`config.mk`:
```
export PLATFORM = sky130hd
export DESIGN_NAME = fir_pixel_packer
export DESIGN_NICKNAME = d
export VERILOG_FILES = /design/src/rtl/fir_pkg.sv /design/src/rtl/sync_fifo.sv /design/src/rtl/fir_pixel_packer.sv
export SDC_FILE = /design/constraint.sdc
export NUM_CORES = 1
export LEC_CHECK = 0
export BUFFER_PORTS_ARGS = -buffer_cell sky130_fd_sc_hd__buf_2
export CORE_ASPECT_RATIO = 0.5
export CORE_MARGIN = 5
export CORE_UTILIZATION = 25
export DETAILED_ROUTE_END_ITERATION = 10
export PLACE_DENSITY = 0.51
export RECOVER_POWER = 50
export SYNTH_ARGS = -nofsm -noshare
export SYNTH_HDL_FRONTEND = slang
export SYNTH_SLANG_ARGS = --single-unit
export TNS_END_PERCENT = 10
```
`constraint.sdc`:
```
create_clock -name clk -period 10 [get_ports clk]
set_clock_uncertainty 0.15 [all_clocks]
set_input_delay 2 -clock clk [delete_from_list [all_inputs] [get_ports clk]]
set_output_delay 2 -clock clk [all_outputs]
set_load 0.02 [all_outputs]
```
`src/rtl/fir_pkg.sv`:
```
// Shared types for the FIR pixel packer: packed output word and lane sizing.
package fir_pkg;

   localparam int unsigned PIX_W        = 8;
   localparam int unsigned PIX_PER_WORD = 4;
   localparam int unsigned LANE_W       = $clog2(PIX_PER_WORD);

   typedef struct packed {
      logic [PIX_PER_WORD*PIX_W-1:0] data;
      logic [PIX_PER_WORD-1:0]       keep;
      logic                          sof;
      logic                          eol;
      logic                          eof;
   } pack_word_t;

endpackage

```
`src/rtl/sync_fifo.sv`:
```
// Type-generic single-clock FIFO with a registered, show-ahead read port.
module sync_fifo #(
   parameter type         T     = logic,
   parameter int unsigned DEPTH = 16
) (
   input  logic clk,
   input  logic rst,
   input  logic push_i,
   input  T     din_i,
   input  logic pop_i,
   output T     dout_o,
   output logic full_o,
   output logic empty_o
);

   localparam int unsigned AW = $clog2(DEPTH);

   T               mem_q [DEPTH];
   T               dout_q;
   logic [AW-1:0]  wr_q;
   logic [AW-1:0]  rd_q;
   logic [AW-1:0]  rd_d;
   logic [AW:0]    cnt_q;
   logic [AW:0]    cnt_d;
   logic           full;
   logic           empty;
   logic           push_en;
   logic           pop_en;
   logic           bypass;

   // Occupancy flags, qualified push/pop and next read pointer.
   always_comb begin
      full    = (cnt_q == (AW+1)'(DEPTH));
      empty   = (cnt_q == '0);
      pop_en  = pop_i & ~empty;
      push_en = push_i & (~full | pop_en);
      rd_d    = rd_q + AW'(pop_en);
      cnt_d   = cnt_q + (AW+1)'(push_en) - (AW+1)'(pop_en);
      // Incoming word becomes the head when nothing older survives this edge.
      bypass  = push_en & (cnt_q == (AW+1)'(pop_en));
   end

   // Storage array write.
   always_ff @(posedge clk) begin
      if (push_en) begin
         mem_q[wr_q] <= din_i;
      end
   end

   // Pointers, count and head-of-queue output register.
   always_ff @(posedge clk) begin
      if (rst) begin
         wr_q   <= '0;
         rd_q   <= '0;
         cnt_q  <= '0;
         dout_q <= '0;
      end else begin
         if (push_en) begin
            wr_q <= wr_q + AW'(1);
         end
         rd_q  <= rd_d;
         cnt_q <= cnt_d;
         if (bypass) begin
            dout_q <= din_i;
         end else begin
            dout_q <= mem_q[rd_d];
         end
      end
   end

   assign dout_o  = dout_q;
   assign full_o  = full;
   assign empty_o = empty;

endmodule

```
`src/rtl/fir_pixel_packer.sv`:
```
// Tracks frame position of the filtered pixel stream, packs pixels into tagged
// words and buffers them toward the memory-write side.
module fir_pixel_packer
   import fir_pkg::*;
#(
   parameter int unsigned DATA_WIDTH = PIX_W,
   parameter int unsigned PACK_NUM   = PIX_PER_WORD,
   parameter int unsigned SIZE_WIDTH = 12,
   parameter int unsigned FIFO_DEPTH = 16
) (
   input  logic                           clk,
   input  logic                           rst,
   input  logic                           ce_i,
   input  logic                           valid_i,
   input  logic [DATA_WIDTH-1:0]          data_i,
   input  logic [SIZE_WIDTH-1:0]          h_size_i,
   input  logic [SIZE_WIDTH-1:0]          v_size_i,
   input  logic                           ready_i,
   output logic                           valid_o,
   output logic [PACK_NUM*DATA_WIDTH-1:0] data_o,
   output logic [PACK_NUM-1:0]            keep_o,
   output logic                           sof_o,
   output logic                           eol_o,
   output logic                           eof_o,
   output logic                           overflow_o,
   output logic                           frame_done_o
);

   localparam logic [LANE_W-1:0]     LANE_LAST = LANE_W'(PACK_NUM - 1);
   localparam logic [SIZE_WIDTH-1:0] ONE       = SIZE_WIDTH'(1);

   logic [SIZE_WIDTH-1:0]          col_q;
   logic [SIZE_WIDTH-1:0]          row_q;
   logic [SIZE_WIDTH-1:0]          h_q;
   logic [SIZE_WIDTH-1:0]          v_q;
   logic [SIZE_WIDTH-1:0]          h_eff;
   logic [SIZE_WIDTH-1:0]          v_eff;
   logic [LANE_W-1:0]              lane_q;
   logic [PACK_NUM*DATA_WIDTH-1:0] acc_q;
   logic [PACK_NUM*DATA_WIDTH-1:0] acc_d;
   logic [PACK_NUM-1:0]            keep_q;
   logic [PACK_NUM-1:0]            keep_d;
   logic                           sof_q;
   logic                           at_start;
   logic                           accept;
   logic                           last_col;
   logic                           last_row;
   logic                           word_done;
   logic                           pop;
   logic                           fifo_full;
   logic                           fifo_empty;
   logic                           overflow_q;
   logic                           frame_done_q;
   pack_word_t                     word_d;
   pack_word_t                     fifo_dout;

   // Frame position decode and assembly of the word including the current pixel.
   always_comb begin
      at_start  = (col_q == '0) && (row_q == '0);
      // Port sizes are used directly on the first pixel so that pixel is framed
      // against the size it latches.
      h_eff     = at_start ? h_size_i : h_q;
      v_eff     = at_start ? v_size_i : v_q;
      accept    = ce_i & valid_i & (h_eff != '0) & (v_eff != '0);
      last_col  = (col_q == h_eff - ONE);
      last_row  = (row_q == v_eff - ONE);
      word_done = accept & ((lane_q == LANE_LAST) | last_col);

      acc_d = acc_q;
      acc_d[lane_q*DATA_WIDTH +: DATA_WIDTH] = data_i;
      keep_d = keep_q;
      keep_d[lane_q] = 1'b1;

      word_d      = '0;
      word_d.data = acc_d;
      word_d.keep = keep_d;
      word_d.sof  = sof_q | at_start;
      word_d.eol  = last_col;
      word_d.eof  = last_col & last_row;
   end

   assign pop = ~fifo_empty & ready_i;

   sync_fifo #(
      .T     (pack_word_t),
      .DEPTH (FIFO_DEPTH)
   ) u_fifo (
      .clk     (clk),
      .rst     (rst),
      .push_i  (word_done),
      .din_i   (word_d),
      .pop_i   (pop),
      .dout_o  (fifo_dout),
      .full_o  (fifo_full),
      .empty_o (fifo_empty)
   );

   // Position counters, size latch and lane accumulator.
   always_ff @(posedge clk) begin
      if (rst) begin
         col_q  <= '0;
         row_q  <= '0;
         h_q    <= '0;
         v_q    <= '0;
         lane_q <= '0;
         acc_q  <= '0;
         keep_q <= '0;
         sof_q  <= 1'b0;
      end else if (accept) begin
         if (at_start) begin
            h_q <= h_size_i;
            v_q <= v_size_i;
         end
         if (last_col) begin
            col_q <= '0;
            row_q <= last_row ? '0 : row_q + ONE;
         end else begin
            col_q <= col_q + ONE;
         end
         if (word_done) begin
            lane_q <= '0;
            acc_q  <= '0;
            keep_q <= '0;
            sof_q  <= 1'b0;
         end else begin
            lane_q <= lane_q + LANE_W'(1);
            acc_q  <= acc_d;
            keep_q <= keep_d;
            sof_q  <= sof_q | at_start;
         end
      end
   end

   // Sticky drop flag and end-of-frame pulse.
   always_ff @(posedge clk) begin
      if (rst) begin
         overflow_q   <= 1'b0;
         frame_done_q <= 1'b0;
      end else begin
         overflow_q   <= overflow_q | (word_done & fifo_full & ~pop);
         frame_done_q <= word_done & word_d.eof;
      end
   end

   assign valid_o      = ~fifo_empty;
   assign data_o       = fifo_dout.data;
   assign keep_o       = fifo_dout.keep;
   assign sof_o        = fifo_dout.sof;
   assign eol_o        = fifo_dout.eol;
   assign eof_o        = fifo_dout.eof;
   assign overflow_o   = overflow_q;
   assign frame_done_o = frame_done_q;

endmodule

```
==> results.json, run 1 <==
{
  "outcome": "finished with violations",
  "failed_checks": "max-capacitance violations, max-slew violations",
  "grt_antenna_before_repair": 10,
  "grt_pass1_vias": 17600,
  "floorplan.io_pins": 79,
  "grt_start_max_net_pins": 71,
  "grt_use_met3_pct": 2.34,
  "synthToLayoutAreaGrowth_pct": 15.8,
  "number_of_synthesized_flops_with_an_enable_pin": 624,
  "ys_seq_area_share_pct": 68.4,
  "tritoncts_clock_tree": "done",
  "number_of_synthesized_register_bits": 765,
  "synth_top_area_share_pct": 59.4,
  "cts_post_setup_buffers_inserted": 0,
  "routed-via-count": 17500,
  "num_rows": 92,
  "clock_sinks": 765,
  "totalWireLength_mm": 80.1,
  "async_reset_ff_share_pct": 0,
  "hpwlAfterDp_mm": 47.6,
  "globalplace.congestion": 0.787,
  "synthTopCellsByCount": "edfxtp_1 (624), mux4_2 (195), nand2_1 (171)",
  "coreArea_mm2": 0.126,
  "worst_margin_pin_slew_ns": 3.64,
  "worstSkewPairLatency_ns": 0.63,
  "arrival_ns": 8.15,
  "floorplan.die_area_mm2": 0.134,
  "routed_via_density": 4.60,
  "synth_largest_area_cell": "edfxtp_1",
  "grt_setup_unrepaired": "no",
  "p_leak_uw": 0.0114,
  "count_of_tritonroute_iterations_in_the_first_routing_pass": 5,
  "fin_crit_sh_pct": 79.5,
  "netlist-cell-type-count": 72,
  "synth_top_flop_cell": "edfxtp_1",
  "irDropWorstVdd_v": 0.000220,
  "timing.max_cap.violations": 18,
  "worst_min_delay_path_class": "flop to flop",
  "worst_setup_path_start_kind": "flop",
  "syn-cell-area_mm2": 0.0315,
  "post_cts_resize_count": 0,
  "power-per-cell-area_mw_per_mm2": 235,
  "report.final.setup_viol": 0,
  "worst_ep_required_time_ns": 10.20,
  "routedWlPerCell_um": 21.1,
  "track_usage_pct": 11.8,
  "syn-instance-count": 1936,
  "synth_top_cells_by_area": "edfxtp_1 (59%), mux4_2 (14%), dfxtp_1 (9.0%)",
  "final.fill_count": 12400,
  "design_area_mm2": 0.0365,
  "postSynthAreaPerCell_um2": 16.3,
  "die_h_um": 261,
  "gr-max-usage-layer": "met2",
  "fp.dieW_um": 512,
  "drt_drc_violations_left": 0,
  "fmax_ghz": 0.126,
  "cts-hold-fix-buffers": 0,
  "post_dp_cell_area_mm2": 0.0341,
  "met2_usage_pct": 19.4,
  "critical_path_class": "flop to flop",
  "maximum_buffer_depth_of_the_clock_tree": 3,
  "postRouteAntennaNets": 0,
  "final_layout_size_suffix_gt1_share_pct": 19.9,
  "fraction_of_the_core_area_covered_by_cells_at_the_end_of_the_flow_pct": 29.1,
  "gr-total-overflow": 0,
  "report.final.hold_viol_count": 0,
  "critical_path_peak_fanout": 52,
  "initialDrtViolationCount": 1344,
  "cts_root_buffer": "clkbuf_16",
  "cts_made_buffers": 78,
  "timing.final.max_slew_violations": 388,
  "synth-warning-count": 0,
  "clkSlewWorstSetupHoldPaths_ns": 0.06,
  "synthesized_nets": 2000,
  "final_net_count": 2105,
  "cts-htree-levels": 3,
  "gr-usage-met1_pct": 16.0,
  "max_slew_headroom_pct": -143,
  "finalCriticalPeriod_ns": 7.95,
  "timing.critical_path.to_type": "flop",
  "initial_standard_cell_utilization_of_the_core_pct": 25.1,
  "port_buffers": 78,
  "synthMostInstantiatedCell": "edfxtp_1",
  "tns_ns": 0,
  "global_route_wire_length_before_repair_mm": 119
}
worst paths after layout:
kind                            cells after the start                   from  slack [ns]                        endpoint
worst min-delay path                                2     sof_q$_SDFFE_PP0P_        0.30              sof_q$_SDFFE_PP0P_
worst min register to register                      2     sof_q$_SDFFE_PP0P_        0.30              sof_q$_SDFFE_PP0P_
worst max-delay path                               18  row_q[0]$_SDFFE_PP0P_        2.05  u_fifo.mem_q[12][10]$_DFFE_PP_
worst max register to register                     18  row_q[0]$_SDFFE_PP0P_        2.05  u_fifo.mem_q[12][10]$_DFFE_PP_
power breakdown:
| part | switching [µW] | internal (µW) |
|---|---|---|
| combinational | 1070 | 1020 |
| sequential | 40.7 | 3510 |
| clock | 1260 | 1660 |
kinds of logic after synthesis:
kind of cell,after synthesis,synth area share (%)
AOI/OAI and AO/OA,208,3.97
xor gates and xnor gates,45,1.25
adders and majority gates,27,1.10
buffers and inverters,169,2.20
DFF,765,68.4
muxes,256,15.9
and+or+nand+nor,466,7.20
layer usage:
layer | share of wire, % | vias up
li1 | - | 7794
met1 | 45 | 9086
met2 | 47 | 451
met3 | 5.2 | 129
met4 | 2.1 | 14
met5 | 0.11 | -
sequential cells by signal (all words and copies together) (netlist names), 5 cells and up:
signal,flops
acc_q,32
col_q,12
h_q,12
row_q,12
u_fifo.cnt_q,5
u_fifo.dout_o,39
u_fifo.mem_q,624
v_q,12
layout by cell type, fill, tap and decap left out, types with 54 or more instances in the layout:
cell | synthesis | layout
edfxtp_1 | 624 | 624
mux4_2 | 195 | 195
nand2_1 | 171 | 171
dfxtp_1 | 141 | 141
clkbuf_16 | 0 | 81
clkbuf_1 | 70 | 81
nor2_1 | 76 | 76
a21oi_1 | 72 | 72
o21ai_0 | 69 | 69
inv_1 | 60 | 60
nand3_1 | 56 | 56
mux2i_1 | 54 | 54
per-stage QoR:
stage | setup WS (ns) | power, µW | instances | hold slack [ns]
global placement | 2.84 | 5800 | 3653 | 0.291
detailed placement | 2.71 | 5800 | 3653 | 0.295
floorplan | 1.57 | 5210 | 1936 | 0.279
finish | 2.05 | 8570 | 3800 | 0.300
global route | 1.29 | 8970 | 3795 | 0.325
CTS | 2.99 | 8730 | 3795 | 0.303
critical path, cell delays in order, from the launching register on:
cell,delay (ns)
dfxtp_1,0.35
inv_1,0.15
ha_1,0.20
nor4b_1,0.39
nand4_1,0.18
nor2_1,1.35
mux2i_1,0.36
ha_1,0.38
xnor2_1,0.18
nor3_1,0.22
o22ai_1,0.11
o41ai_1,0.36
nand3_1,0.20
nor3b_1,0.43
a31oi_4,0.12
buf_4,0.34
nor2_1,0.70
and3_2,1.15
buf_4,0.31
layout make-up:
cell class / count / area [µm²] / share of cell area, %
antenna: 5 / 12.5 / 0.0343
clock buffer: 99 / 2130 / 5.85
clock inverter: 43 / 413 / 1.13
inverter: 61 / 229 / 0.627
multi-input combinational: 1002 / 9360 / 25.6
sequential: 765 / 21600 / 59.1
tap: 1692 / 2120 / 5.80
timing repair buffer: 133 / 672 / 1.84
Note: power is estimated with default switching activity, not from simulation.
==> run 2: changes to the inputs <==
ABC_AREA = 1   (was unset)
PLACE_DENSITY = 0.52   (was 0.51)
clock period = 6.74 ns   (was 10 ns; I/O delays follow)
==> results.json, run 2 <==
{
  "report.final.hold_viol_count": 0,
  "postSynthAreaPerCell_um2": 11.0,
  "arrival_ns": 5.85,
  "synth_top_cells_by_area": "edfxtp_1 (58%), dfxtp_1 (8.8%), nor2_1 (5.8%)",
  "design_area_mm2": 0.0373,
  "worst_min_delay_path_class": "flop to flop",
  "syn-cell-area_mm2": 0.0322,
  "synthesized_nets": 2992,
  "clock_sinks": 765,
  "finalCriticalPeriod_ns": 5.72,
  "clkPwrFrac_pct": 33.6,
  "post_dp_cell_area_mm2": 0.0348,
  "outcome": "finished with violations",
  "synthTopCellsByCount": "edfxtp_1 (624), nor2_1 (498), o21ai_0 (367)",
  "hold_slack_ns": 0.303,
  "timing.critical_path.to_type": "flop",
  "initial_standard_cell_utilization_of_the_core_pct": 25.1,
  "synth_largest_area_cell": "edfxtp_1",
  "synth_top_area_share_pct": 58.2,
  "syn-instance-count": 2928,
  "registers.top_by_ff_count": "u_fifo.mem_q",
  "ys_seq_area_share_pct": 66.9,
  "report.final.setup_viol": 0,
  "flip_flop_count_of_the_largest_register_all_copies_and_words_added": 624,
  "worst_ep_required_time_ns": 6.87,
  "worstSkewPairLatency_ns": 0.66,
  "cts_root_buffer": "clkbuf_16",
  "track_usage_pct": 13.3,
  "clkSlewWorstSetupHoldPaths_ns": 0.06,
  "totalWireLength_mm": 94.5,
  "tns_ns": 0,
  "grt_setup_unrepaired": "no",
  "cts_made_buffers": 81,
  "gr-usage-met1_pct": 18.3,
  "final_net_count": 3035,
  "final_common_cell": "edfxtp_1",
  "top_library_cells_by_usage_in_the_layout_fill_and_taps_aside": "edfxtp_1 (624), nor2_1 (483), o21ai_0 (370), nand2_1 (362), inv_1 (151)",
  "maximum_buffer_depth_of_the_clock_tree": 3,
  "worst_setup_path_start_kind": "flop",
  "hpwlAfterDp_mm": 51.9,
  "floorplan.io_pins": 79,
  "synthToLayoutAreaGrowth_pct": 15.8,
  "met2_usage_pct": 21.6,
  "max_slew_headroom_pct": -95.4,
  "grt_start_max_net_pins": 174,
  "worst_margin_pin_slew_ns": 2.92,
  "netlist-cell-type-count": 49,
  "postRouteAntennaNets": 0,
  "timing.final.max_slew_violations": 191,
  "number_of_synthesized_flops_with_an_enable_pin": 624,
  "drt_drc_violations_left": 0,
  "cts-htree-levels": 3,
  "synth_top_flop_cell": "edfxtp_1",
  "synth-warning-count": 0,
  "grt_antenna_before_repair": 13,
  "fmax_ghz": 0.175,
  "async_reset_ff_share_pct": 0,
  "fp.dieW_um": 518,
  "grt_use_met3_pct": 2.35,
  "routed-via-count": 22900,
  "power-per-cell-area_mw_per_mm2": 368,
  "final_layout_size_suffix_gt1_share_pct": 9.51,
  "p_leak_uw": 0.0124,
  "failed_checks": "max-capacitance violations, max-slew violations",
  "fin_crit_sh_pct": 84.9,
  "floorplan.die_area_mm2": 0.137,
  "grt_pass1_vias": 22300,
  "num_rows": 93,
  "initialDrtViolationCount": 2113,
  "gr-total-overflow": 0,
  "gr-max-usage-layer": "met2",
  "critical_path_peak_fanout": 23,
  "timing.max_cap.violations": 7,
  "tritoncts_clock_tree": "done",
  "routedWlPerCell_um": 19.9,
  "power_switching_share_pct": 34.4,
  "globalplace.congestion": 0.841,
  "global_route_wire_length_before_repair_mm": 141,
  "timing.reg2reg.setup_slack_ns": 1.02,
  "count_of_tritonroute_iterations_in_the_first_routing_pass": 6,
  "number_of_synthesized_register_bits": 765,
  "port_buffers": 78,
  "synthMostInstantiatedCell": "edfxtp_1",
  "cts-hold-fix-buffers": 0,
  "irDropWorstVdd_v": 0.000452,
  "coreArea_mm2": 0.128,
  "post_cts_resize_count": 0,
  "power_report.internal_total_uw": 9010,
  "die_h_um": 264,
  "cts_post_setup_buffers_inserted": 0,
  "combPwrFrac_pct": 28.0,
  "critical_path_class": "flop to flop",
  "final.fill_count": 13200,
  "power.switching_uw": 4730,
  "routed_via_density": 4.81,
  "report.power.total_uw": 13700,
  "power.share.sequential_pct": 38.4
}
[run 2: cell types whose count changed after synthesis, moves of 22 or more]
cell	previous run	this run
mux2i_1	54	0
mux4_2	195	0
o22ai_1	4	63
nand3_1	56	99
nand2_1	171	360
inv_1	60	150
clkbuf_1	70	149
nor2_1	76	498
o221ai_1	1	117
a31oi_1	3	40
nor2_2	0	22
xnor2_1	31	7
o21ai_0	69	367
[run 2: final timing paths]
check | startpoint | end | cells after the start
max | row_q[0]$_SDFFE_PP0P_ | u_fifo.mem_q[9][26]$_DFFE_PP_ | 24
min | h_q[9]$_SDFFE_PP0P_ | h_q[9]$_SDFFE_PP0P_ | 2
max reg2reg | row_q[0]$_SDFFE_PP0P_ | u_fifo.mem_q[9][26]$_DFFE_PP_ | 24
min reg2reg | h_q[9]$_SDFFE_PP0P_ | h_q[9]$_SDFFE_PP0P_ | 2
[run 2: layout make-up]
class,instances,area (µm²),share of cell area (%)
antenna,4,10.0,0.0268
clock buffer,107,2210,5.94
clock inverter,43,552,1.48
inverter,166,637,1.71
multi-input combinational,1816,9390,25.2
sequential,765,21600,57.8
tap,1710,2140,5.74
timing repair buffer,141,796,2.13
[run 2: critical path, stage by stage (launching register included)]
cell	delay, ns
dfxtp_1	0.35
inv_1	0.14
ha_1	0.19
nand2_1	0.06
inv_1	0.05
nand2_1	0.15
nor2_4	0.19
nand3_1	0.65
nand2_1	0.29
nand2_2	0.13
ha_1	0.32
xor2_1	0.16
nand3_1	0.12
nor2_1	0.10
nand2_1	0.06
nor2_1	0.08
nand2_1	0.06
nor2_1	0.08
nand2_1	0.19
nand2_4	0.16
nand3_2	0.12
inv_2	0.17
nand2_1	0.26
nor2_4	0.57
buf_4	0.51
[run 2: layer usage]
| metal | vias up | share of wire (%) |
|---|---|---|
| met2 | 737 | 46 |
| met1 | 11500 | 45 |
| met3 | 121 | 6.9 |
| met4 | 4 | 2.0 |
| met5 | - | 0.022 |
| li1 | 10500 | - |
[run 2: per-stage QoR]
step | worst slack (ns) | cells | utilization (%)
detailed placement | 1.41 | 4598 | 27.1
global route | 0.590 | 4749 | 29.1
floorplan | 1.52 | 2928 | -
global placement | 1.48 | 4598 | 27.1
finish | 1.02 | 4752 | 29.1
CTS | 1.55 | 4748 | 29.3
[run 2: kinds of logic after synthesis]
family / synth area share [%]
AOI/OAI and AO/OA: 12.9
xor gates and xnor gates: 0.858
adders and majority gates: 1.07
buffers and inverters: 4.28
DFF: 66.9
and+or+nand+nor: 14.0
[run 2: power by group through the flow]
| stage | registers (µW) | logic [µW] | clock network (µW) |
|---|---|---|---|
| after global routing | 5300 | 4300 | 4900 |
| after floorplan | 5480 | 2600 | 0 |
| after CTS | 5280 | 3920 | 4720 |
| after global placement | 5380 | 3880 | 0 |
| final | 5280 | 3850 | 4610 |
| after detailed placement | 5380 | 3910 | 0 |
==> run 3: changes to the inputs <==
PLACE_DENSITY = 0.51   (was 0.52)
clock period = 5.5 ns   (was 6.74 ns; I/O delays follow)
==> results.json, run 3 (same netlist as run 2, synthesis figures left out) <==
{
  "outcome": "complete, no violations",
  "timing.critical_path.to_type": "flop",
  "worst_r2r_path_depth": 22,
  "timing.max_cap.violations": 0,
  "die_h_um": 264,
  "report.final.hold_viol_count": 0,
  "timing.reg2reg.setup_slack_ns": 0.48,
  "rr_endpoint": "u_fifo.mem_q[15][25]$_DFFE_PP_",
  "maximum_buffer_depth_of_the_clock_tree": 3,
  "placed_cells_incl_taps": 4629,
  "fmax_ghz": 0.199,
  "clkPwrFrac_pct": 32.0,
  "worst_path_max_delay_cell": "o21ai_0",
  "cp_num_buf_inv": 6,
  "path_delay_family": "simple AND/OR/NAND/NOR gates",
  "power_switching_share_pct": 34.9,
  "post_cts_resize_count": 0,
  "cts_made_buffers": 80,
  "max_slew_headroom_pct": 1.91,
  "num_rows": 93,
  "irDropWorstVdd_v": 0.000519,
  "finalCriticalPeriod_ns": 5.02,
  "power-per-cell-area_mw_per_mm2": 445,
  "drt_drc_violations_left": 0,
  "registers.top_by_ff_count": "u_fifo.mem_q",
  "critPathLaunch": "row_q[0]$_SDFFE_PP0P_",
  "critical_path_peak_fanout": 17,
  "cts-hold-fix-buffers": 0,
  "synthToLayoutAreaGrowth_pct": 16.1,
  "worstSkewPairLatency_ns": 0.63,
  "combPwrFrac_pct": 29.2,
  "worst_margin_pin_slew_ns": 1.47,
  "initial_standard_cell_utilization_of_the_core_pct": 25.1,
  "grt_pass1_vias": 22100,
  "critical_path_class": "flop to flop",
  "postRouteAntennaNets": 0,
  "power.share.sequential_pct": 38.8,
  "worst_setup_path_start_kind": "flop",
  "crit_path_cell_trace": "inv_1, ha_1, nand2_1, inv_1, nand2_1, nor2_1, nand3_4, o21ai_0, inv_2, ha_1, nand2_1, nor2_1, nand2_1, nor2_1, nand3_1, nand3_1, inv_2, nand3_2, inv_2, nand2_1, nor2_4, buf_12",
  "final_layout_size_suffix_gt1_share_pct": 10.2,
  "report.final.setup_viol": 0,
  "grt_start_max_net_pins": 167,
  "crit_path_end": "u_fifo.mem_q[15][25]$_DFFE_PP_",
  "power.switching_uw": 5820,
  "global_route_wire_length_before_repair_mm": 141,
  "initialDrtViolationCount": 1796,
  "totalWireLength_mm": 94.0,
  "p_leak_uw": 0.0124,
  "top_library_cells_by_usage_in_the_layout_fill_and_taps_aside": "edfxtp_1 (624), nor2_1 (483), o21ai_0 (368), nand2_1 (360), inv_1 (149)",
  "fp.dieW_um": 518,
  "globalplace.congestion": 0.833,
  "worst_ep_required_time_ns": 5.68,
  "worst_min_delay_path_class": "flop to flop",
  "hpwlAfterDp_mm": 55.5,
  "floorplan.die_area_mm2": 0.137,
  "cts-htree-levels": 3,
  "grt_setup_unrepaired": "no",
  "tritoncts_clock_tree": "done",
  "routedWlPerCell_um": 19.7,
  "grt_antenna_before_repair": 4,
  "crit-reg2reg-launch": "row_q[0]$_SDFFE_PP0P_",
  "port_buffers": 78,
  "crit_top_cell": "nand2_1",
  "timing.final.max_slew_violations": 0,
  "fin_crit_sh_pct": 91.3,
  "track_usage_pct": 13.3,
  "critical_path_cell_count": 22,
  "flip_flop_count_of_the_largest_register_all_copies_and_words_added": 624,
  "routed-via-count": 22600,
  "final_net_count": 3065,
  "cts_root_buffer": "clkbuf_16",
  "timing.critical_path.slowest_cell_delay_ns": 0.55,
  "cts_post_setup_buffers_inserted": 0,
  "tns_ns": 0,
  "power_report.internal_total_uw": 10800,
  "routed_via_density": 4.73,
  "clkSlewWorstSetupHoldPaths_ns": 0.06,
  "clock_sinks": 765,
  "arrival_ns": 5.20,
  "count_of_tritonroute_iterations_in_the_first_routing_pass": 7,
  "gr-total-overflow": 0,
  "floorplan.io_pins": 79,
  "final_common_cell": "edfxtp_1",
  "finalNonFillerCells": 4777,
  "coreArea_mm2": 0.128
}
==> run 3: worst register-to-register path, stage by stage, from the launching register on <==
cell     delay, ns
dfxtp_1       0.34
inv_1         0.14
ha_1          0.16
nand2_1       0.05
inv_1         0.05
nand2_1       0.15
nor2_1        0.38
nand3_4       0.28
o21ai_0       0.56
inv_2         0.09
ha_1          0.25
nand2_1       0.12
nor2_1        0.07
nand2_1       0.11
nor2_1        0.05
nand3_1       0.06
nand3_1       0.14
inv_2         0.16
nand3_2       0.14
inv_2         0.21
nand2_1       0.28
nor2_4        0.53
buf_12        0.25
==> run 3: through the flow <==
step | area [µm²] | worst slack, ns | total power [µW] | util (%) | hold slack (ns)
after floorplan | 32200 | 0.424 | 9900 | - | 0.277
final | 37400 | 0.480 | 16700 | 29.1 | 0.300
after global placement | 35100 | 0.700 | 11500 | 27.3 | 0.285
after global routing | 37400 | 0.174 | 17600 | 29.1 | 0.312
after detailed placement | 35100 | 0.704 | 11500 | 27.3 | 0.291
after CTS | 37700 | 0.697 | 16900 | 29.3 | 0.302
==> run 3: worst min path at each step <==
stage	from	end	slack (ns)	cells after the start
after floorplan	h_q[1]$_SDFFE_PP0P_	h_q[1]$_SDFFE_PP0P_	0.28	2
after global placement	v_q[2]$_SDFFE_PP0P_	v_q[2]$_SDFFE_PP0P_	0.29	2
after detailed placement	v_q[1]$_SDFFE_PP0P_	v_q[1]$_SDFFE_PP0P_	0.29	2
after CTS	v_q[2]$_SDFFE_PP0P_	v_q[2]$_SDFFE_PP0P_	0.30	2
after global routing	v_q[9]$_SDFFE_PP0P_	v_q[9]$_SDFFE_PP0P_	0.31	2
final	v_q[2]$_SDFFE_PP0P_	v_q[2]$_SDFFE_PP0P_	0.30	2
==> run 3: power groups by stage <==
stage	registers (µW)	logic, µW	clock network [µW]
2_1_floorplan	6710	3180	0
3_3_place_gp	6580	4930	0
4_1_cts	6460	4970	5460
5_1_grt	6480	5420	5700
6_report	6460	4870	5330
3_5_place_dp	6590	4960	0
==> run 3: area by class of cell <==
type | count | area (µm²)
Multi-Input combinational cell | 1816 | 9400
Sequential cell | 765 | 21600
Inverter | 166 | 634
Antenna cell | 1 | 2.50
Timing Repair Buffer | 172 | 1090
Fill cell | 13100 | 90900
Tap cell | 1710 | 2140
Clock inverter | 34 | 299
Clock buffer | 113 | 2280
==> run 3: metal layers <==
metal,vias to the layer above,wire [µm],share of wire (%),global-route usage (%)
met2,605,43400,46,21.7
met1,11300,44200,47,18.5
met3,97,5010,5.3,2.24
li1,10600,-,-,-
met5,-,0,0,0
met4,0,1480,1.6,2.85
